### src/rtl/mux_pipe_pkg.sv
// Shared definitions for the operand selector pipeline.
//   DATA_W          : default datapath width
//   sel_width()     : select width for N inputs, ceil(log2(N)) with a floor of 1
//   skid_state_e    : occupancy of the main/skid register pair
package mux_pipe_pkg;

  localparam int DATA_W = 16;

  function automatic int sel_width(input int n);
    int w;
    w = 1;
    for (int i = 1; i < 31; i++) begin
      if ((1 << w) < n) w = w + 1;
    end
    return w;
  endfunction

  typedef enum logic [1:0] {
    ST_EMPTY = 2'd0,
    ST_ONE   = 2'd1,
    ST_FULL  = 2'd2
  } skid_state_e;

endpackage

### src/rtl/pipe_skid.sv
// Two-entry registered pipeline stage (main output register + skid register)
// with a valid/ready handshake and full throughput under backpressure.
// Ports:
//   clk, rst_n              : clock, asynchronous active-low reset
//   in_payload/in_valid     : upstream beat
//   in_ready                : registered, high whenever the skid entry is free
//   out_payload/out_valid   : contents of the main register
//   out_ready               : downstream accepts the main register this cycle
module pipe_skid
  import mux_pipe_pkg::*;
#(
  parameter int PW = 8
) (
  input  logic          clk,
  input  logic          rst_n,
  input  logic [PW-1:0] in_payload,
  input  logic          in_valid,
  output logic          in_ready,
  output logic [PW-1:0] out_payload,
  output logic          out_valid,
  input  logic          out_ready
);

  skid_state_e   state_q, state_d;
  logic [PW-1:0] main_q, skid_q;
  logic          in_ready_q;
  logic          accept, drain;
  logic          load_main_in, load_main_skid, load_skid;

  assign accept      = in_valid && in_ready_q;
  assign drain       = out_valid && out_ready;
  assign out_valid   = (state_q != ST_EMPTY);
  assign out_payload = main_q;
  assign in_ready    = in_ready_q;

  always_comb begin
    state_d        = state_q;
    load_main_in   = 1'b0;
    load_main_skid = 1'b0;
    load_skid      = 1'b0;
    case (state_q)
      ST_EMPTY: begin
        if (accept) begin
          state_d      = ST_ONE;
          load_main_in = 1'b1;
        end
      end
      ST_ONE: begin
        if (accept && drain) begin
          load_main_in = 1'b1;
        end else if (accept) begin
          state_d   = ST_FULL;
          load_skid = 1'b1;
        end else if (drain) begin
          state_d = ST_EMPTY;
        end
      end
      ST_FULL: begin
        // in_ready is low here, so only a drain can happen
        if (drain) begin
          state_d        = ST_ONE;
          load_main_skid = 1'b1;
        end
      end
      default: state_d = ST_EMPTY;
    endcase
  end

  always_ff @(posedge clk or negedge rst_n) begin
    if (!rst_n) begin
      state_q    <= ST_EMPTY;
      in_ready_q <= 1'b1;
      main_q     <= '0;
      skid_q     <= '0;
    end else begin
      state_q <= state_d;
      // registered copy of !skid_valid for the next cycle
      in_ready_q <= (state_d != ST_FULL);
      if (load_main_in)        main_q <= in_payload;
      else if (load_main_skid) main_q <= skid_q;
      if (load_skid) skid_q <= in_payload;
    end
  end

endmodule

### src/rtl/mux_pipe.sv
// Registered N:1 operand selector with valid/ready handshake.
// Ports:
//   clk, rst_n          : clock, asynchronous active-low reset
//   in_data             : NUM_IN flattened inputs, input k at [k*WIDTH +: WIDTH]
//   in_sel              : binary select, captured with in_data on accept
//   in_valid / in_ready : upstream handshake (in_ready registered)
//   out_data            : selected data (0 for an out-of-range select)
//   out_sel             : select that produced out_data
//   out_err             : the beat's select was >= NUM_IN
//   out_valid/out_ready : downstream handshake
module mux_pipe
  import mux_pipe_pkg::*;
#(
  parameter  int WIDTH  = DATA_W,
  parameter  int NUM_IN = 4,
  localparam int SEL_W  = sel_width(NUM_IN)
) (
  input  logic                    clk,
  input  logic                    rst_n,
  input  logic [NUM_IN*WIDTH-1:0] in_data,
  input  logic [SEL_W-1:0]        in_sel,
  input  logic                    in_valid,
  output logic                    in_ready,
  output logic [WIDTH-1:0]        out_data,
  output logic [SEL_W-1:0]        out_sel,
  output logic                    out_err,
  output logic                    out_valid,
  input  logic                    out_ready
);

  localparam int PW = WIDTH + SEL_W + 1;

  logic [WIDTH-1:0] sel_data;
  logic             sel_err;
  logic [PW-1:0]    in_payload, out_payload;

  // Only legal select values match; anything else leaves data at 0 and flags err.
  always_comb begin
    sel_data = '0;
    sel_err  = 1'b1;
    for (int unsigned k = 0; k < NUM_IN; k++) begin
      if (in_sel == SEL_W'(k)) begin
        sel_data = in_data[k*WIDTH +: WIDTH];
        sel_err  = 1'b0;
      end
    end
  end

  assign in_payload = {sel_err, in_sel, sel_data};

  pipe_skid #(.PW(PW)) u_skid (
    .clk         (clk),
    .rst_n       (rst_n),
    .in_payload  (in_payload),
    .in_valid    (in_valid),
    .in_ready    (in_ready),
    .out_payload (out_payload),
    .out_valid   (out_valid),
    .out_ready   (out_ready)
  );

  assign {out_err, out_sel, out_data} = out_payload;

endmodule
### config.mk
export PLATFORM = sky130hd
export DESIGN_NAME = mux_pipe
export DESIGN_NICKNAME = d
export VERILOG_FILES = /design/src/rtl/mux_pipe_pkg.sv /design/src/rtl/pipe_skid.sv /design/src/rtl/mux_pipe.sv
export SDC_FILE = /design/constraint.sdc
export NUM_CORES = 1
export LEC_CHECK = 0
export ABC_AREA = 1
export CAP_MARGIN = 20
export CORE_MARGIN = 10
export CORE_UTILIZATION = 25
export DETAILED_ROUTE_END_ITERATION = 6
export GPL_TIMING_DRIVEN = 0
export HOLD_SLACK_MARGIN = 0.06
export PLACE_DENSITY = 0.51
export SKIP_CTS_REPAIR_TIMING = 1
export SLEW_MARGIN = 0
export SYNTH_ARGS = -nofsm -noshare
export SYNTH_HDL_FRONTEND = slang
export SYNTH_SLANG_ARGS = --single-unit
### constraint.sdc
create_clock -name clk -period 1.7 [get_ports clk]
set_input_delay 0.255 -clock clk [delete_from_list [all_inputs] [get_ports clk]]
set_output_delay 0.255 -clock clk [all_outputs]
set_load 0.02 [all_outputs]
After elaboration in Yosys (flattened, before gate mapping)
Index checks and enable logic that the tools add are counted.
{ "op_classes": {"n_eq_ne": 6, "n_mux": 23, "reduce_logical": 7} }
{ "ops": {"columns": ["op", "n"], "rows": [
  ["16-bit 2-to-1 mux", 4],
  ["19-bit 2-to-1 mux", 2],
  ["1-bit 2-to-1 mux", 10],
  ["2-bit 2-to-1 mux", 5],
  ["2-bit == test (second input constant)", 3],
  ["2-bit case mux with 3 select lines", 1],
  ["2-bit by 1-bit == test with 1-bit output (second input constant)", 2],
  ["2-bit logical NOT", 2],
  ["2-bit nonzero test", 2],
  ["1-bit logical AND", 3],
  ["2-bit inequality test (second input constant)", 1],
  ["1-bit case mux with 2 select lines", 1]
]} }
{ "word_totals": {"word_cells": 40, "ff_bits": 41, "input_bits": 70} }

Logic depth before layout (Yosys ltp)
Gate-level depths: netlist of run 1.
{ "depth": {"ltp_word": 7, "mapped_depth": 8} }

Hierarchy
Synthesis of run 1 repeated with hierarchy kept, for this count alone.
{ "hier_totals": {"cells_unflattened": 348, "area_unflattened_um2": 2523.7} }
{ "modules_own_cells": {"columns": ["module", "cells_each", "seq_area_each_um2", "n_inst", "area_per_inst_um2"], "rows": [
  ["pipe_skid", 253, 1027.2, 1, 1993.2],
  ["mux_pipe", 95, 0.0, 1, 530.5]
]} }

Least setup slack after synthesis of run 1
No wires, ideal clock.
{ "synth_path": {"kind": "reg-to-reg", "startpoint": "register u_skid.in_ready_q (netlist: u_skid.in_ready)", "endpoint": "register u_skid.skid_q[10]", "arrival_time_ns": 1.346, "setup_time_ns": 0.135, "setup_slack_ns": 0.220, "required_ns": 1.565, "n_path_buf": 1, "path_stages_with_launch": 7, "path_cell_list": "dfstp_2 nand2_1 nor3_4 inv_2 clkbuf_1 nand2_1 o21ai_0"} }
{ "synth_via": {"elab_chain_cells": 4, "elab_cells_between_ends": 5, "classes_between": "mux: 3; reduce/logical: 2"} }
{ "synth_lines": {"columns": ["item", "line_no", "source"], "rows": [
  ["from (decl)", "pipe_skid.sv:26", "logic in_ready_q;"],
  ["from (signal assigned)", "pipe_skid.sv:78", "in_ready_q <= (state_d != ST_FULL);"],
  ["1-bit logical AND *", "pipe_skid.sv:30", "assign accept = in_valid && in_ready_q;"],
  ["1-bit 2-to-1 mux / 1-bit logical AND (equally long branches)", "pipe_skid.sv:51, pipe_skid.sv:49", null],
  ["1-bit 2-to-1 mux *", "pipe_skid.sv:49", "if (accept && drain) begin"],
  ["1-bit 2-to-1 mux *", "pipe_skid.sv:41", "case (state_q)"],
  ["to (signal assigned)", "pipe_skid.sv:81", "if (load_skid) skid_q <= in_payload;"],
  ["to (decl)", "pipe_skid.sv:25", "logic [PW-1:0] main_q, skid_q;"]
]} }
Every way passes the cells marked *; elsewhere a longest branch is shown, timed or not.
A chain may end at the register's enable or synchronous reset.

Worst setup path after layout of run 1
{ "layout_path": {"startpoint": "register u_skid.main_q[13] (netlist: u_skid.out_payload[13])", "endpoint": "output port out_data[13]"} }
{ "layout_lines": {"columns": ["item", "line_no", "source"], "rows": [
  ["from (decl)", "pipe_skid.sv:25", null],
  ["from (signal assigned)", "pipe_skid.sv:79", "if (load_main_in) main_q <= in_payload;"],
  ["from (signal assigned)", "pipe_skid.sv:80", "else if (load_main_skid) main_q <= skid_q;"],
  ["to (decl)", "mux_pipe.sv:24", "output logic [WIDTH-1:0] out_data,"]
]} }
No word-level cell between the ends.

==> results.md, run 1 <==
Routing:
- The detailed router used layers up to and including met4.
- The met3 wire length is 820 microns.
- After detailed routing, the wire length on met1 is 3690 microns.
- The count of nets left with antenna violations once routing finished came out at 0.
- The met2 wire length is ~3400 microns.
- The total via count in the routed design is around 2.3k.
- The first detailed-routing pass took 4 iterations.
- Dividing the detail-routed wire length by the instance count gives approximately 15 microns.
- For this run, design rule violations remaining after detail routing come to 0.
- The first routing iteration left 147 violations.
- The via count normalized by instance count is 4.47.
- Wires add up to between 8000 and 9000 microns.

Layout:
- After filler insertion, the fill cell instance count of the layout stands at 928.
- From synthesis to final layout, the design area changed by 54.7%.
- The count of placed standard cells in the final layout, fillers left out is 524.
- In the layout the commonest cells are 119 x sky130_fd_sc_hd__nand2_1, 85 x sky130_fd_sc_hd__clkdlybuf4s50_1, 41 x sky130_fd_sc_hd__nand3_1.
- At the end of the flow, the number of nets in the layout was between 400 and 500.
- The final core utilization is 39.7%.
- The ratio of cells with drive above 1 in the final layout is approximately a tenth.
- Summing all multi-input logic gate instances after layout gives 1070 sq um.
- 0 antenna diodes ended up in the layout.
- The most common cell after layout, fill and taps aside is sky130_fd_sc_hd__nand2_1.
- Summing all non-filler instances in the final layout gives an area of approximately 3500 sq um.
- Across the whole layout, storage elements account for 1030 sq um.

Run status:
- The flow ran to the end, and the final reports show no timing, DRC or antenna violations.

Worst setup path:
- The worst setup path is of the register to output port kind.
- The required time of the worst setup path is 1.44 ns.
- STA classifies the critical path startpoint as a register.
- The maximum single-stage delay on the critical path is 0.65 ns.
- On the critical path, the stage with the largest delay is an instance of sky130_fd_sc_hd__clkdlybuf4s50_1.
- The kind of cell with the highest combined delay along the critical path is buffers and inverters.
- The buffering stage count on the worst path with inverters included is 1.
- The peak fanout along the critical path is 2.
- The critical path arrival is ~1.3 ns.
- The signal on the critical path passes through clkdlybuf4s50_1.
- The capturing element type of the critical path is an output port.

STA:
- The count of pins over their slew limit is 0.
- The minimum setup slack in the final design is 0.156 ns.
- Setup violations remaining at the end of the flow were counted as 0.
- Setup repair after global routing left no endpoint under its margin.
- The share of the clock period used by the worst path after layout is 90.8%.
- The slew at the pin closest to its max-slew limit is 0.572 ns.
- The total count of hold-check failures in the final report was 0.
- The shortest period the worst path allows is 1.54 ns.
- The clock arrives with 0.00416 ns of skew.
- For this run, the top clock speed supported by timing is 0.648 GHz.
- The worst pin sits at a relative slew slack of 61.9%.

Die:
- The floorplan step set the die width to 115 microns.
- The die is 115 microns tall.
- The standard-cell row count is 34.
- 91 I/O pins were placed.
- The floorplan step defined a die boundary enclosing 13100 sq um.
- Once the floorplan was initialized, standard cells occupied between 20% and 30% of the core.
- The floorplan core area is 8720 sq um.

GRT:
- The pin count of the biggest net entering global routing is 23.
- The initial antenna violation count was 0.
- The via count of the first global-routing pass came to 2390.
- The overall routing resource usage is about an eighth.
- The global-route congestion overflow total is 0.
- The first global-routing pass estimated 13000 microns of wire.

Placement:
- Including well taps, the total number of placed cells is 512.
- The cell area after placement is 3300 sq um.
- Routability-driven placement finished with a final weighted congestion of between 0.7 and 0.8.
- At the placement stage, the worst setup path has a slack of -0.352 ns.
- The estimated wirelength of the detail-placed design is approximately 6300 microns.
- In this run the tool buffered the top-level ports with 90 buffer cells.

Yosys:
- Synthesis produced 313 cells.
- The area of the mapped netlist is 2240 sq um.
- The share of synthesized area in the top cell type comes to 44.7%.
- The distinct cell type count of the synthesized netlist is 22.
- The post-synth net total is between 300 and 400.
- The count of warnings emitted by yosys is 0.
- The leading area contributor after synthesis is sky130_fd_sc_hd__dfrtp_1.
- The synthesized area divided by synthesized cell count is 7.15 sq um.
- By area the synthesized netlist is led by sky130_fd_sc_hd__dfrtp_1 45%, sky130_fd_sc_hd__nand2_1 20%, sky130_fd_sc_hd__nand3_1 9.4%.
- The sequential fraction of the synthesis area is 45.9%.
- After synthesis the netlist holds a flip-flop and latch count of 41.

CTS:
- The root buffer cell chosen for the clock tree is sky130_fd_sc_hd__clkbuf_8.
- The H-tree level count is 2.
- The longest clock path from root to sink contains 2 buffers.
- The CTS clock-pin slew for the worst setup and hold paths is 0.08 ns.
- The clock buffer count from CTS is 5.
- The TritonCTS sink count is 41.
- The latest clock arrival within the worst-skew pair is 0.29 ns.
- TritonCTS built the clock tree.

Worst hold path:
- The class of the worst hold path is input port to asynchronous set/reset pin.

Power and ir drop:
- The power density relative to cell area is 1230 nW/um^2.
- The leakage power is ~1.6 nW.
- IR analysis of the VDD net gives a maximum drop of 442 uV.

Flow run:
- Max-cap violations in this run came to 0.
[per-stage QoR]
stage	TNS, ns	total power, W	hold WS [ns]
after floorplan	0	0.00266	-0.0406
after global placement	-41.30	0.00358	0.462
after detailed placement	-9.14	0.00361	0.288
after CTS	-0.446	0.00429	-0.0274
after global routing	0	0.00463	0.506
final	0	0.00425	0.481
[power by group]
part           switching, W  internal [W]  total [W]  leakage [nW]
sequential         0.000234       0.00141    0.00164         0.500
combinational       0.00105      0.000899    0.00195          1.07
clock              0.000337      0.000323   0.000660        0.0443
total               0.00162       0.00263    0.00425          1.61
[registers in the layout, summed over array words and instances (netlist names)]
register,count
u_skid.state_q,2
u_skid.out_payload,19
u_skid.skid_q,19
u_skid.in_ready,1
[path summary, 6_finish.rpt]
| check | slack, ns | to | from | depth (start not counted) |
|---|---|---|---|---|
| setup / recovery | 0.16 | out_data[13] | u_skid.out_payload[13] | 1 |
| hold / removal | 0.48 | u_skid.skid_q[15] | rst_n | 2 |
| setup reg to reg | 0.20 | u_skid.out_payload[5] | u_skid.state_q[1] | 6 |
| hold reg to reg | 0.49 | u_skid.skid_q[13] | u_skid.skid_q[13] | 2 |
| max in group asynchronous | 0.72 | u_skid.out_payload[11] | rst_n | 3 |
| min in group clk | 0.49 | u_skid.skid_q[13] | u_skid.skid_q[13] | 2 |
[per-layer routing]
| metal | vias up | GRT usage, % |
|---|---|---|
| li1 | 1204 | - |
| met1 | 1057 | 15.9 |
| met2 | 76 | 19.4 |
| met3 | 5 | 5.66 |
| met4 | 0 | 2.26 |
| met5 | - | 0 |
[area by class of cell]
| type | instances | share of cell area (%) |
|---|---|---|
| inverter | 24 | 2.75 |
| clock buffer | 7 | 2.49 |
| multi-input combinational | 235 | 31.0 |
| tap | 108 | 3.90 |
| sequential | 41 | 29.7 |
| timing repair buffer | 96 | 28.1 |
| buffer | 13 | 2.02 |
[cell usage after synthesis]
master	count
sky130_fd_sc_hd__buf_2	2
sky130_fd_sc_hd__dfstp_2	1
sky130_fd_sc_hd__inv_1	21
sky130_fd_sc_hd__nor2_1	10
sky130_fd_sc_hd__o22ai_1	1
sky130_fd_sc_hd__or2_2	7
sky130_fd_sc_hd__clkbuf_1	9
sky130_fd_sc_hd__o21ai_0	35
sky130_fd_sc_hd__nor2_4	1
sky130_fd_sc_hd__inv_2	3
sky130_fd_sc_hd__buf_4	1
sky130_fd_sc_hd__nor3_4	1
sky130_fd_sc_hd__buf_6	1
sky130_fd_sc_hd__o21ai_1	4
sky130_fd_sc_hd__a21oi_1	3
sky130_fd_sc_hd__nor2_2	1
sky130_fd_sc_hd__or2_1	4
sky130_fd_sc_hd__or2_0	4
sky130_fd_sc_hd__nand3_1	42
sky130_fd_sc_hd__nand2_1	120
sky130_fd_sc_hd__o211ai_1	2
sky130_fd_sc_hd__dfrtp_1	40
[cell families (layout without fill, tap and decap cells)]
logic type | Yosys count | in the layout | share of synthesized area [%]
AND/OR/NAND/NOR | 190 | 190 | 36.9
AO/OA/AOI/OAI | 45 | 45 | 10.3
flip-flops | 41 | 41 | 45.9
buffers and inverters | 37 | 140 | 6.82
Power figures use the tool's default switching activity.
==> run 2, diff against run 1 <==
--- a/config.mk
+++ b/config.mk
@@ -9,6 +9,7 @@
 export CAP_MARGIN = 20
 export CORE_MARGIN = 10
 export CORE_UTILIZATION = 25
+export CTS_BUF_LIST = sky130_fd_sc_hd__clkbuf_16
 export DETAILED_ROUTE_END_ITERATION = 6
 export GPL_TIMING_DRIVEN = 0
 export HOLD_SLACK_MARGIN = 0.06
==> constraint.sdc (replaced) <==
create_clock -name clk -period 1.9 [get_ports clk]
set_input_delay 0.285 -clock clk [delete_from_list [all_inputs] [get_ports clk]]
set_output_delay 0.285 -clock clk [all_outputs]
set_load 0.02 [all_outputs]
==> run 2 against run 1 <==
  * Flip-flop and latch count stayed put
  * Wire length grew 0.67%
  * Sequential share of layout area increased by 0.13 points
  * Setup slack got worse by 0.071 ns
  * Via count decreased by 0.56%
  * Die area did not move
  * Power shrank 6.3%
  * Critical endpoint is now out_valid
  * Largest cell class unchanged
==> results.md, run 2 (synthesis results as in run 1) <==
Run status:
- Result of the run: finished, final reports clean (unchanged).

Layout:
- The number of fillers in the final layout is 924 (was 928).
- The most common cell after layout, fill and taps aside is sky130_fd_sc_hd__nand2_1 (unchanged).
- Highest-count cells in the layout ignoring fill and taps: 120 x sky130_fd_sc_hd__nand2_1, 89 x sky130_fd_sc_hd__clkdlybuf4s50_1, 42 x sky130_fd_sc_hd__nand3_1 (was 119 x sky130_fd_sc_hd__nand2_1, 85 x sky130_fd_sc_hd__clkdlybuf4s50_1, 41 x sky130_fd_sc_hd__nand3_1).
- The ratio of cells with drive above 1 in the final layout is 6.55% (was 9.62%).
- The area growth from synthesis to layout came to 53.9% (was 54.7%).
- The final core utilization is 39.5% (was 39.7%).
- The final instance area is 3440 sq um (was 3460 sq um).
- The combined flip-flop and latch cell area is 1030 sq um (about the same).
- The number of nets in the layout is 482 (was 486).
- The area of the multi-input gates is 1060 sq um (was 1070 sq um).
- The antenna diode instance count is 0 (unchanged).

GRT:
- The global-route congestion overflow total came to 0 (unchanged).
- The wire length of the first global-routing pass was 13000 microns (about the same).
- The initial antenna violation count is 0 (unchanged).
- The overall routing resource usage is 12.4% (was 12.6%).
- The via count of the first global-routing pass was 2402 (was 2390).
- The pin count of the biggest net entering global routing is 23 (unchanged).

Die:
- The area of the die is 13100 sq um (unchanged).
- The initial cell density of the core is 25.7% (unchanged).
- The width of the die is 115 microns (unchanged).
- The I/O pin count is 91 (unchanged).
- The standard-cell row count is 34 (unchanged).
- The die boundary height is 115 microns (unchanged).
- The floorplan core area is 8720 sq um (unchanged).

STA:
- The maximum operating frequency is 0.551 GHz.
- RSZ-0062 raised after global routing: no (unchanged).
- The count of pins over their slew limit is 0 (unchanged).
- The setup violation total in the final timing report is 0 (unchanged).
- The relative slew slack is 61.8% (was 61.9%).
- The clock skew after layout is 0.00351 ns (was 0.00416 ns).
- The share of the clock period used by the worst path after layout is 95.5%.
- The total count of hold-check failures in the final report is 0 (unchanged).
- The shortest period the worst path allows is 1.82 ns.
- The slew at the pin closest to its max-slew limit was 0.573 ns (was 0.572 ns).

CTS:
- The H-tree level count is 2 (unchanged).
- The cell at the root of the clock tree is sky130_fd_sc_hd__clkbuf_16 (was sky130_fd_sc_hd__clkbuf_8).
- The TritonCTS clock tree is done (unchanged).
- The CTS clock-pin slew for the worst setup and hold paths is 0.06 ns (was 0.08 ns).
- The number of buffers on the longest clock path came to 2 (unchanged).
- The TritonCTS sink count was 41 (unchanged).
- The clock buffer count from CTS is 5 (unchanged).
- The latest clock arrival within the worst-skew pair came to 0.28 ns (was 0.29 ns).

Placement:
- The final weighted congestion of routability-driven global placement came to 0.740 (unchanged).
- The quantity of I/O buffers inserted on ports is 90 (unchanged).
- The cell area after placement is 3300 sq um (unchanged).
- The estimated wirelength of the detail-placed design came to 6270 microns (unchanged).

Power and ir drop:
- The maximum resistive drop on vdd was 442 uV (about the same).
- The power density relative to cell area was 1160 nW/um^2 (was 1230 nW/um^2).
- The leakage power is 1.57 nW (was 1.61 nW).

Worst setup path:
- The critical path class is register to output port (unchanged).
- The element type at the critical path start is a register (unchanged).
- The required time of the worst setup path is 1.62 ns (was 1.44 ns).
- The peak fanout along the critical path is 5 (was 2).
- The critical path arrival is 1.53 ns (was 1.29 ns).
- The capturing element type of the critical path is an output port (unchanged).

Routing:
- The total via count in the routed design is 2329 (was 2342).
- The post-route antenna net violation count is 0 (unchanged).
- The number of optimization iterations in the first detailed-route pass is 4 (unchanged).
- The total detailed-routing wirelength was 8060 microns (was 8010 microns).
- The remaining routing DRC violations is 0 (unchanged).
- The routed wire length per instance came to 15.5 microns (was 15.3 microns).
- The iteration-0 DRC count of the detailed router is 178 (was 147).
- The via count normalized by instance count is 4.48 (was 4.47).

Flow run:
- The number of violations of the max-capacitance limit is 0 (unchanged).

Worst hold path:
- The class of the worst hold path is register to register (was input port to asynchronous set/reset pin).
-- run 2: final timing paths --
check / start / end / slack (ns) / depth (start not counted)
setup / recovery: u_skid.state_q[1] / out_valid / 0.08 / 3
hold / removal: u_skid.out_payload[14] / u_skid.out_payload[14] / 0.48 / 2
setup reg to reg: u_skid.in_ready / u_skid.skid_q[11] / 0.20 / 6
hold reg to reg: u_skid.out_payload[14] / u_skid.out_payload[14] / 0.48 / 2
max in group asynchronous: rst_n / u_skid.out_payload[11] / 0.87 / 3
min in group asynchronous: rst_n / u_skid.skid_q[15] / 0.53 / 2
-- run 2: routing by layer --
layer | wire length (microns) | GRT usage (%) | vias up
met5 | 0 | 0 | -
met1 | 3710 | 15.9 | 1048
met2 | 3510 | 19.4 | 79
met4 | 30 | 2.26 | 0
met3 | 816 | 5.03 | 4
li1 | - | - | 1198
-- run 2: final cells by class --
class                           instances  area share [%]
Timing Repair Buffer                   92            27.1
Inverter                               24            2.62
Tap cell                              108            3.93
Buffer                                 13            1.85
Clock inverter                          2           0.218
Sequential cell                        41            29.8
Multi-Input combinational cell        235            30.8
Clock buffer                            5            3.64
-- run 2: stage by stage --
| stage | setup TNS, ns | setup slack (ns) | std cells | hold WS [ns] | total power (W) |
|---|---|---|---|---|---|
| after floorplan | 0 | 0.420 | 313 | -0.0106 | 0.00238 |
| after global placement | -28.20 | -0.642 | 511 | 0.462 | 0.00321 |
| after detailed placement | -2.92 | -0.182 | 512 | 0.318 | 0.00323 |
| final | 0 | 0.0850 | 520 | 0.481 | 0.00399 |
| after global routing | 0 | 0.000163 | 520 | 0.500 | 0.00432 |
| after CTS | 0 | 0.0775 | 519 | 0.0225 | 0.00405 |
-- run 2: critical path: stages, from the launching register on --
cell	delay, ns
sky130_fd_sc_hd__dfrtp_1	0.45
sky130_fd_sc_hd__inv_1	0.10
sky130_fd_sc_hd__nand2_1	0.08
sky130_fd_sc_hd__clkdlybuf4s50_1	0.62
-- run 2: power by group --
part	switching, W	internal (W)	leakage (nW)
clock	0.000321	0.000470	0.0685
combinational	0.000937	0.000785	1.00
sequential	0.000209	0.00126	0.502
total	0.00147	0.00252	1.57
==> run 3, diff against run 2 <==
--- a/config.mk
+++ b/config.mk
@@ -8,12 +8,12 @@
 export ABC_AREA = 1
 export CAP_MARGIN = 20
 export CORE_MARGIN = 10
-export CORE_UTILIZATION = 25
+export CORE_UTILIZATION = 47
 export CTS_BUF_LIST = sky130_fd_sc_hd__clkbuf_16
 export DETAILED_ROUTE_END_ITERATION = 6
 export GPL_TIMING_DRIVEN = 0
 export HOLD_SLACK_MARGIN = 0.06
-export PLACE_DENSITY = 0.51
+export PLACE_DENSITY = 0.86
 export SKIP_CTS_REPAIR_TIMING = 1
 export SLEW_MARGIN = 0
 export SYNTH_ARGS = -nofsm -noshare
==> run 3 against run 2 <==
  * Critical path depth is the same
  * Wire length decreased by 14%
  * Combinational power hardly changed
  * Non-clock buffer count shrank 2
  * Cell count fell by 11%
  * Utilization is 33 points higher
  * Clock power is 18% higher
  * Die area shrank 40%
  * Via count up 2.5%
  * Clock-buffer cell count unchanged
  * Cell area down 2.3%
  * Critical endpoint unchanged
==> results.md, run 3 (synthesis results as in run 1) <==
STA:
- The share of the clock period used by the worst path after layout was 95.6% (was 95.5%).
- The total count of hold-check failures in the final report came to 0 (unchanged).
- The relative slew slack is 41.1% (was 61.8%).
- The worst hold slack was 0.119 ns (was 0.481 ns).
- The shortest period the worst path allows is 1.82 ns (about the same).
- The count of pins over their slew limit was 0 (unchanged).
- The maximum operating frequency is 0.551 GHz (about the same).
- The setup violation total in the final timing report is 0 (unchanged).
- The slew at the pin closest to its max-slew limit came to 0.884 ns (was 0.573 ns).
- RSZ-0062 raised after global routing: no (unchanged).
- The final total negative setup slack is 0 ns (unchanged).
- The clock skew after layout is 0.00321 ns (was 0.00351 ns).

Routing:
- The total detailed-routing wirelength came to 6960 microns (was 8060 microns).
- The number of optimization iterations in the first detailed-route pass is 4 (unchanged).
- The iteration-0 DRC count of the detailed router is 137 (was 178).
- The via count normalized by instance count was 5.14 (was 4.48).
- The remaining routing DRC violations is 0 (unchanged).
- The total via count in the routed design is 2388 (was 2329).
- The post-route antenna net violation count is 0 (unchanged).
- The routed wire length per instance was 15.0 microns (was 15.5 microns).

CTS:
- The H-tree level count is 2 (unchanged).
- The TritonCTS clock tree is done (unchanged).
- The TritonCTS sink count is 41 (unchanged).
- The number of buffers on the longest clock path is 2 (unchanged).
- The CTS clock-pin slew for the worst setup and hold paths came to 0.06 ns (about the same).
- The latest clock arrival within the worst-skew pair was 0.28 ns (about the same).
- The clock buffer count from CTS is 5 (unchanged).
- The cell at the root of the clock tree is sky130_fd_sc_hd__clkbuf_16 (unchanged).

Layout:
- The most common cell after layout, fill and taps aside is sky130_fd_sc_hd__nand2_1 (unchanged).
- The ratio of cells with drive above 1 in the final layout is 6.08% (was 6.55%).
- The number of nets in the layout is 480 (was 482).
- Highest-count cells in the layout ignoring fill and taps: 120 x sky130_fd_sc_hd__nand2_1, 89 x sky130_fd_sc_hd__clkdlybuf4s50_1, 42 x sky130_fd_sc_hd__nand3_1 (unchanged).
- The final core utilization came to 72.2% (was 39.5%).
- The area growth from synthesis to layout is 50.3% (was 53.9%).
- The antenna diode instance count came to 0 (unchanged).

Worst setup path:
- The required time of the worst setup path is 1.62 ns (about the same).
- The worst-case reg-to-reg path depth is 6 (unchanged).
- The critical path class is register to output port (unchanged).
- The peak fanout along the critical path came to 5 (unchanged).
- The cell family with the largest share of critical-path delay is buffers and inverters (unchanged).
- The master of the slowest instance on the critical path is sky130_fd_sc_hd__clkdlybuf4s50_1 (unchanged).
- The critical path arrival was 1.53 ns (about the same).
- The buffering stage count on the worst path with inverters included was 2 (unchanged).
- The maximum single-stage delay on the critical path is 0.62 ns (about the same).
- The element type at the critical path start is a register (unchanged).
- The number of cells on the critical path came to 3 (unchanged).
- The capturing element type of the critical path is an output port (unchanged).
- Cell-by-cell trace of the critical path: inv_1 -> nand2_1 -> clkdlybuf4s50_1 (unchanged).

Die:
- The standard-cell row count is 25 (was 34).
- The area of the die came to 7920 sq um (was 13100 sq um).
- The die boundary height came to 89.0 microns (was 115 microns).
- The width of the die was 89.0 microns (was 115 microns).
- The floorplan core area was 4660 sq um (was 8720 sq um).
- The I/O pin count is 91 (unchanged).
- The initial cell density of the core is 48.0% (was 25.7%).

Placement:
- The quantity of I/O buffers inserted on ports is 90 (unchanged).
- The estimated wirelength of the detail-placed design is 5480 microns (was 6270 microns).
- The final weighted congestion of routability-driven global placement is 0.852 (was 0.740).

GRT:
- The initial antenna violation count is 0 (unchanged).
- The global-route congestion overflow total was 0 (unchanged).
- The wire length of the first global-routing pass is 11200 microns (was 13000 microns).
- The via count of the first global-routing pass is 2393 (was 2402).
- The overall routing resource usage is 18.1% (was 12.4%).
- The pin count of the biggest net entering global routing is 42 (was 23).

Worst hold path:
- The class of the worst hold path is input port to asynchronous set/reset pin (was register to register).

Flow run:
- The number of violations of the max-capacitance limit was 0 (unchanged).

Power and ir drop:
- The power density relative to cell area came to 1230 nW/um^2 (was 1160 nW/um^2).
- The maximum resistive drop on vdd is 503 uV (was 442 uV).
- The total power of the final layout is 0.00412 W (was 0.00399 W).
- The leakage power was 1.57 nW (about the same).

Run status:
- Result of the run: finished, final reports clean (unchanged).
[run 3: metrics by stage]
stage / instances / area (sq um) / setup WS [ns]
2_1_floorplan: 313 / 2240 / 0.420
3_3_place_gp: 457 / 3210 / -0.444
3_5_place_dp: 457 / 3200 / -0.0975
4_1_cts: 465 / 3360 / 0.0881
5_1_grt: 465 / 3360 / 0.0177
6_report: 465 / 3360 / 0.0842
[run 3: layer usage]
metal / GRT usage [%] / vias up / routed length [microns]
met5: 0 / - / 0
met1: 20.6 / 1084 / 2780
met2: 31.6 / 93 / 3490
met3: 4.01 / 14 / 554
li1: - / 1197 / -
met4: 8.38 / 0 / 135
[run 3: area by class of cell]
type	count	area, sq um
Clock inverter	3	37.5
Buffer	13	62.6
Sequential cell	41	1030
Inverter	24	90.1
Multi-Input combinational cell	235	1060
Clock buffer	5	125
Timing Repair Buffer	90	896
Fill cell	387	1300
Tap cell	54	67.6
[run 3: power by group]
part / switching, W / internal, W / leakage [nW]
logic: 0.000922 / 0.000777 / 0.983
registers: 0.000228 / 0.00126 / 0.502
clock network: 0.000324 / 0.000610 / 0.0826
total: 0.00147 / 0.00265 / 1.57
[run 3: final timing paths]
path	from	endpoint	slack (ns)
worst min register to register	u_skid.out_payload[5]	u_skid.out_payload[5]	0.47
max in group asynchronous	rst_n	u_skid.out_payload[15]	1.22
worst min-delay path	rst_n	u_skid.out_payload[12]	0.12
min in group clk	u_skid.out_payload[5]	u_skid.out_payload[5]	0.47
worst max-delay path	u_skid.state_q[1]	out_valid	0.08
worst max register to register	u_skid.in_ready	u_skid.skid_q[11]	0.21
[run 3: worst register-to-register path, cell delays in order (launching register included)]
cell and delay (ns):
sky130_fd_sc_hd__dfstp_2 0.52, sky130_fd_sc_hd__nand2_1 0.10, sky130_fd_sc_hd__nor3_4 0.37, sky130_fd_sc_hd__inv_2 0.10, sky130_fd_sc_hd__clkbuf_1 0.25, sky130_fd_sc_hd__nand2_1 0.10, sky130_fd_sc_hd__o21ai_0 0.09
